===== src/rtl/rf_pkg.sv =====
// Shared defaults and helpers for the register file and its scoreboard.
package rf_pkg;

  localparam int unsigned RF_DATA_W = 32;
  localparam int unsigned RF_ADDR_W = 5;
  localparam int unsigned RF_NUM_RD = 2;

  // Widest slice and packed bus the slice helper accepts.
  localparam int unsigned SLICE_MAX_W = 64;
  localparam int unsigned BUS_MAX_W   = 256;

  // Extracts field idx of width w from a packed multi-port bus.
  function automatic logic [SLICE_MAX_W-1:0] port_slice(
    input logic [BUS_MAX_W-1:0] bus,
    input int unsigned          idx,
    input int unsigned          w
  );
    logic [BUS_MAX_W-1:0] sh;
    sh = bus >> (idx * w);
    return sh[SLICE_MAX_W-1:0];
  endfunction

endpackage


===== src/rtl/rf_scoreboard.sv =====
// Per-register busy tracking: destination claims from issue, release on writeback.
module rf_scoreboard
  import rf_pkg::*;
#(
  parameter int unsigned ADDR_W   = RF_ADDR_W,
  parameter bit          ZERO_REG = 1'b1
) (
  input  logic                    clk_Regs,
  input  logic                    rst,
  input  logic                    Reg_Write,
  input  logic [ADDR_W-1:0]       W_Addr,
  input  logic                    Issue_Valid,
  input  logic [ADDR_W-1:0]       Issue_Addr,
  output logic [(2**ADDR_W)-1:0]  busy,
  output logic                    Issue_Ready,
  output logic [ADDR_W:0]         Busy_Cnt
);

  localparam int unsigned DEPTH = 2**ADDR_W;
  localparam logic [ADDR_W:0] CNT_ONE = {{ADDR_W{1'b0}}, 1'b1};

  logic             clr_en;
  logic             set_en;
  logic             zero_claim;
  logic             cnt_inc;
  logic             cnt_dec;
  logic [DEPTH-1:0] busy_nxt;

  assign clr_en     = Reg_Write && !(ZERO_REG && (W_Addr == '0));
  assign zero_claim = ZERO_REG && (Issue_Addr == '0);

  // A writeback to the claimed register frees it in the same cycle.
  assign Issue_Ready = zero_claim || !busy[Issue_Addr] ||
                       (Reg_Write && (W_Addr == Issue_Addr));
  assign set_en      = Issue_Valid && Issue_Ready && !zero_claim;

  // Set is applied after clear so a same-address claim keeps the bit high.
  always_comb begin
    busy_nxt = busy;
    if (clr_en) busy_nxt[W_Addr] = 1'b0;
    if (set_en) busy_nxt[Issue_Addr] = 1'b1;
  end

  assign cnt_inc = set_en && !busy[Issue_Addr];
  assign cnt_dec = clr_en && busy[W_Addr] && !(set_en && (Issue_Addr == W_Addr));

  always_ff @(posedge clk_Regs or posedge rst) begin
    if (rst) begin
      busy     <= '0;
      Busy_Cnt <= '0;
    end else begin
      busy <= busy_nxt;
      if (cnt_inc && !cnt_dec) begin
        Busy_Cnt <= Busy_Cnt + CNT_ONE;
      end else if (cnt_dec && !cnt_inc) begin
        Busy_Cnt <= Busy_Cnt - CNT_ONE;
      end
    end
  end

endmodule


===== src/rtl/reg_file_sb.sv =====
// Multi-read-port register file with optional zero register, write bypass and busy scoreboard.
module reg_file_sb
  import rf_pkg::*;
#(
  parameter int unsigned DATA_W   = RF_DATA_W,
  parameter int unsigned ADDR_W   = RF_ADDR_W,
  parameter int unsigned NUM_RD   = RF_NUM_RD,
  parameter bit          ZERO_REG = 1'b1,
  parameter bit          BYPASS   = 1'b1
) (
  input  logic                     clk_Regs,
  input  logic                     rst,
  input  logic                     Reg_Write,
  input  logic [ADDR_W-1:0]        W_Addr,
  input  logic [DATA_W-1:0]        W_Data,
  input  logic [NUM_RD*ADDR_W-1:0] R_Addr,
  output logic [NUM_RD*DATA_W-1:0] R_Data,
  output logic [NUM_RD-1:0]        R_Busy,
  input  logic                     Issue_Valid,
  input  logic [ADDR_W-1:0]        Issue_Addr,
  output logic                     Issue_Ready,
  output logic [ADDR_W:0]          Busy_Cnt
);

  localparam int unsigned DEPTH = 2**ADDR_W;

  logic [DATA_W-1:0] regs [DEPTH];
  logic [DEPTH-1:0]  busy;
  logic              wr_en;
  logic [ADDR_W-1:0] rd_addr;
  logic              rd_hit;

  assign wr_en = Reg_Write && !(ZERO_REG && (W_Addr == '0));

  always_ff @(posedge clk_Regs or posedge rst) begin
    if (rst) begin
      for (int unsigned i = 0; i < DEPTH; i++) begin
        regs[i] <= '0;
      end
    end else if (wr_en) begin
      regs[W_Addr] <= W_Data;
    end
  end

  rf_scoreboard #(
    .ADDR_W  (ADDR_W),
    .ZERO_REG(ZERO_REG)
  ) u_sb (
    .clk_Regs   (clk_Regs),
    .rst        (rst),
    .Reg_Write  (Reg_Write),
    .W_Addr     (W_Addr),
    .Issue_Valid(Issue_Valid),
    .Issue_Addr (Issue_Addr),
    .busy       (busy),
    .Issue_Ready(Issue_Ready),
    .Busy_Cnt   (Busy_Cnt)
  );

  // Zero register takes priority over bypass; a bypassed register reports not busy.
  always_comb begin
    R_Data  = '0;
    R_Busy  = '0;
    rd_addr = '0;
    rd_hit  = 1'b0;
    for (int unsigned i = 0; i < NUM_RD; i++) begin
      rd_addr = ADDR_W'(port_slice(BUS_MAX_W'(R_Addr), i, ADDR_W));
      rd_hit  = BYPASS && Reg_Write && (W_Addr == rd_addr);
      if (ZERO_REG && (rd_addr == '0)) begin
        R_Data[i*DATA_W +: DATA_W] = '0;
        R_Busy[i]                  = 1'b0;
      end else if (rd_hit) begin
        R_Data[i*DATA_W +: DATA_W] = W_Data;
        R_Busy[i]                  = 1'b0;
      end else begin
        R_Data[i*DATA_W +: DATA_W] = regs[rd_addr];
        R_Busy[i]                  = busy[rd_addr];
      end
    end
  end

endmodule

===== config.mk =====
export PLATFORM = sky130hd
export DESIGN_NAME = reg_file_sb
export DESIGN_NICKNAME = d
export VERILOG_FILES = /design/src/rtl/rf_pkg.sv /design/src/rtl/rf_scoreboard.sv /design/src/rtl/reg_file_sb.sv
export SDC_FILE = /design/constraint.sdc
export NUM_CORES = 2
export LEC_CHECK = 0
export CORE_MARGIN = 1
export CORE_UTILIZATION = 48
export CTS_BUF_LIST = sky130_fd_sc_hd__clkbuf_4
export CTS_CLUSTER_DIAMETER = 30
export DETAILED_ROUTE_END_ITERATION = 16
export GPL_TIMING_DRIVEN = 0
export PLACE_DENSITY = 0.7
export SETUP_SLACK_MARGIN = 0.4
export SKIP_CTS_REPAIR_TIMING = 1
export SLEW_MARGIN = 10
export SYNTH_ARGS = -nofsm -noshare
export SYNTH_HDL_FRONTEND = slang
export SYNTH_SLANG_ARGS = --single-unit

===== constraint.sdc =====
create_clock -name clk_Regs -period 50.2 [get_ports clk_Regs]
set_clock_uncertainty 0.2 [all_clocks]
set_input_delay 10.04 -clock clk_Regs [delete_from_list [all_inputs] [get_ports clk_Regs]]
set_output_delay 10.04 -clock clk_Regs [all_outputs]
set_load 0.005 [all_outputs]

==> impl_metrics.csv <==
group,metric,value,unit
placement,gp_congestion,1.03,
cells_and_area,design.final.nets,4554,
global_routing,grt_pass1_wl,343000,um
timing,max_clock_freq,39.0,MHz
worst_setup_path,arrival,15.42,ns
pwr,vdd.ir_drop.worst,0.0000256,V
floorplan,boundaryPins,129,
route,ant_nets,0,
worst_setup_path,start_kind,"input port",
worst_setup_path,crit_fanout,10,
cells_and_area,finish.cell_count_without_fillers,6315,
logic_synthesis,synth_top_cells_by_area,"dfrtp_1, mux2_2, mux4_2",
worst_setup_path,worstReg2RegStart,"u_sb.busy[20]$_DFF_PP0_",
route,detail_route.iter0.violations,6935,
cells_and_area,fraction_of_layout_cells_with_a_size_suffix_above_1,46.1,%
timing,timing.hold.ws,0.275,ns
logic_synthesis,synth_nets,4097,
timing,worst_pin_slew,1.56,ns
placement,dp_hpwl,166000,um
logic_synthesis,netlist_area,58000,sq um
placement,placed_cells,5785,
route,detailroute.via_count,45200,
timing,final_critical_path_time_including_i_o_delays_and_setup,25.66,ns
clock_network,ctsRootBufferMaster,"clkbuf_4",
timing,slew-limit-headroom,-3.72,%
floorplan,coreArea,120000,sq um
pwr,p_leak,0.0286,uW
global_routing,grt_antenna_before_repair,13,
worst_setup_path,worstReg2RegEnd,"u_sb.Busy_Cnt[5]$_DFFE_PP0P_",
pwr,finalPower,2590,uW
clock_network,cts_htree_levels,5,
logic_synthesis,synth_top_cell_area_share,45.8,%
timing,timing.final.max_slew_violations,22,
cells_and_area,multiInputGateArea,29300,sq um
timing,setup_total_negative_slack,0,ns
route,detailedRoute.firstPassIterationCount,8,
route,route.detailed.vias_per_inst,7.16,
logic_synthesis,synth_cell_type_count,63,
global_routing,globalRoute.totalOverflow,0,
clock_network,tritoncts.num_buffers,316,
floorplan,design.die.area,122000,sq um
worst_setup_path,setup_slack_of_the_worst_register_to_register_path,45.97,ns
clock_network,tritoncts,"built",
logic_synthesis,yosysWarnings,0,
global_routing,grt_pass1_vias,44100,
timing,hold_viol,0,
floorplan,die-height,350,um
clock_network,clk_path_buf_depth,4,
hold_path,worst_hold_startpoint,"u_sb.Busy_Cnt[5]$_DFFE_PP0P_",
logic_synthesis,synth_seq_cells,1062,
clock_network,clk-insertion-delay-late,1.27,ns
cells_and_area,regArea,26600,sq um
outcome,violations,"max-capacitance violations, max-slew violations",
hold_path,hold_path_end,"u_sb.Busy_Cnt[5]$_DFFE_PP0P_",
global_routing,grt_use_total,41.2,%
cells_and_area,fill_cells,10200,
timing,grt_setup_unrepaired,"false",
logic_synthesis,yosysSeqAreaShare,45.8,%
worst_setup_path,critical_path_required,39.96,ns
outcome,result_of_the_run,"finished with violations",
cells_and_area,area_growth_syn_to_layout,12.8,%
logic_synthesis,postSynth.asyncResetShare,100,%
placement,place.port_buffers,122,
logic_synthesis,synth-edff-count,0,
logic_synthesis,synth_top_cell_by_area,"dfrtp_1",
job,drv_cap,3,
pwr,power.density_cell_area,39.5,nW/um^2
clock_network,clock_sinks,1062,
worst_setup_path,critPathCaptureType,"output port",
logic_synthesis,postSynthAreaPerCell,14.4,sq um
timing,post-route-period-util,51.1,%
hold_path,depth_of_the_worst_hold_timing_path,1,
clock_network,clk_transition_reported_paths,0.06,ns
route,drc,0,
logic_synthesis,synthesis.instances,4035,
hold_path,worstHoldPathType,"register to register",
floorplan,die_width,350,um
worst_setup_path,path_class,"input port to output port",
floorplan,rows,127,
global_routing,grt_max_degree,120,
route,routed_wl,252000,um
timing,finalSetupViolations,0,
route,routed_wire_length_per_instance,39.9,um
worst_setup_path,timing.reg2reg.worst_path_depth,14,
floorplan,floorplan.initialDensity,48.4,%
logic_synthesis,commonest_register_cell_after_synthesis,"dfrtp_1",
==> registers in the layout (all words and copies together), names as in the netlist <==
register       flops
regs            1024
u_sb.busy         32
u_sb.Busy_Cnt      6
==> where the power goes <==
| part | switching [uW] | internal, uW |
|---|---|---|
| combinational | 283 | 334 |
| sequential | 134 | 1020 |
| clock | 401 | 413 |
| total | 818 | 1770 |
==> layer usage <==
layer  GRT usage (%)  vias to the layer above  share of wire, %
met5            1.61                        -             0.077
met4            29.6                       12               8.9
met3            22.3                     1221                16
met2            56.1                     3975                41
met1            48.9                    23200                34
li1                -                    16800                 -
==> synthesized netlist by cell type (12+ instances only) <==
library cell and n:
nand2_1 104, buf_2 115, mux2_2 1051, dfrtp_1 1062, nand3_1 12, a211o_1 28
a211oi_1 41, o221ai_1 66, o22ai_1 59, nor2_1 47, o211ai_1 22, buf_1 50
a221o_1 31, o21ai_0 36, mux2i_1 289, a31oi_1 12, inv_1 14, clkbuf_1 270
o31ai_1 49, nand2b_1 24, a21oi_1 24, a32o_1 42, a221oi_1 23, mux4_2 424
buf_4 17
==> final cells by class <==
cell class | instances | area share (%)
clock inverters | 84 | 0.673
multi-input cells | 2496 | 44.9
clock buffers | 429 | 4.92
well taps | 1612 | 3.08
repair buffers | 139 | 2.51
diodes | 16 | 0.0612
plain buffers | 462 | 3.19
inverters | 15 | 0.0975
flip-flops and latches | 1062 | 40.6
==> worst max-delay path, cell delays in order <==
cell and delay (ns):
clkdlybuf4s50_1 0.69, clkbuf_1 0.82, clkbuf_1 0.96, nand3_1 1.03
o22ai_1 0.48, a211oi_1 0.12, o21ai_0 0.22, a32o_1 0.47
clkdlybuf4s50_1 0.58
==> worst max path at each step <==
| stage | slack, ns | endpoint | startpoint | cells past startpoint |
|---|---|---|---|---|
| final | 24.54 | R_Data[50] | R_Addr[7] | 9 |
| after global routing | 24.82 | R_Data[50] | R_Addr[7] | 9 |
| after CTS | 24.74 | R_Data[16] | R_Addr[2] | 8 |
| after detailed placement | 24.74 | R_Data[18] | R_Addr[2] | 8 |
| after global placement | -2.52 | regs[766]$_DFFE_PP0P_ | rst | 2 |
| after floorplan | 10.07 | regs[0]$_DFFE_PP0P_ | rst | 1 |
==> layout by cell type, fill, tap and decap left out, drive strengths merged, types with 49 or more instances in the layout <==
master / Yosys / layout
dfrtp: 1062 / 1062
mux2: 1051 / 1051
clkbuf: 275 / 706
mux4: 425 / 425
mux2i: 289 / 289
buf: 187 / 202
clkdlybuf4s50: 0 / 122
nand2: 104 / 104
clkinv: 1 / 73
o221ai: 66 / 66
o22ai: 59 / 59
o31ai: 49 / 49
==> kinds of logic after synthesis <==
group           synth area share [%]
simple gates                    2.06
flops                           45.8
buf+inv                         3.60
compound gates                  6.17
xor+xnor                       0.302
mux                             41.9
fa+ha+maj                      0.142
==> through the flow <==
| stage | setup slack, ns | util, % | cell area [sq um] |
|---|---|---|---|
| final | 24.54 | 54.6 | 65400 |
| after global routing | 24.82 | 54.6 | 65400 |
| after floorplan | 10.07 | - | 58000 |
| after CTS | 24.74 | 54.6 | 65400 |
| after global placement | -2.52 | 51.1 | 61200 |
| after detailed placement | 24.74 | 51.5 | 61700 |
(Power assumes the default switching activity.)
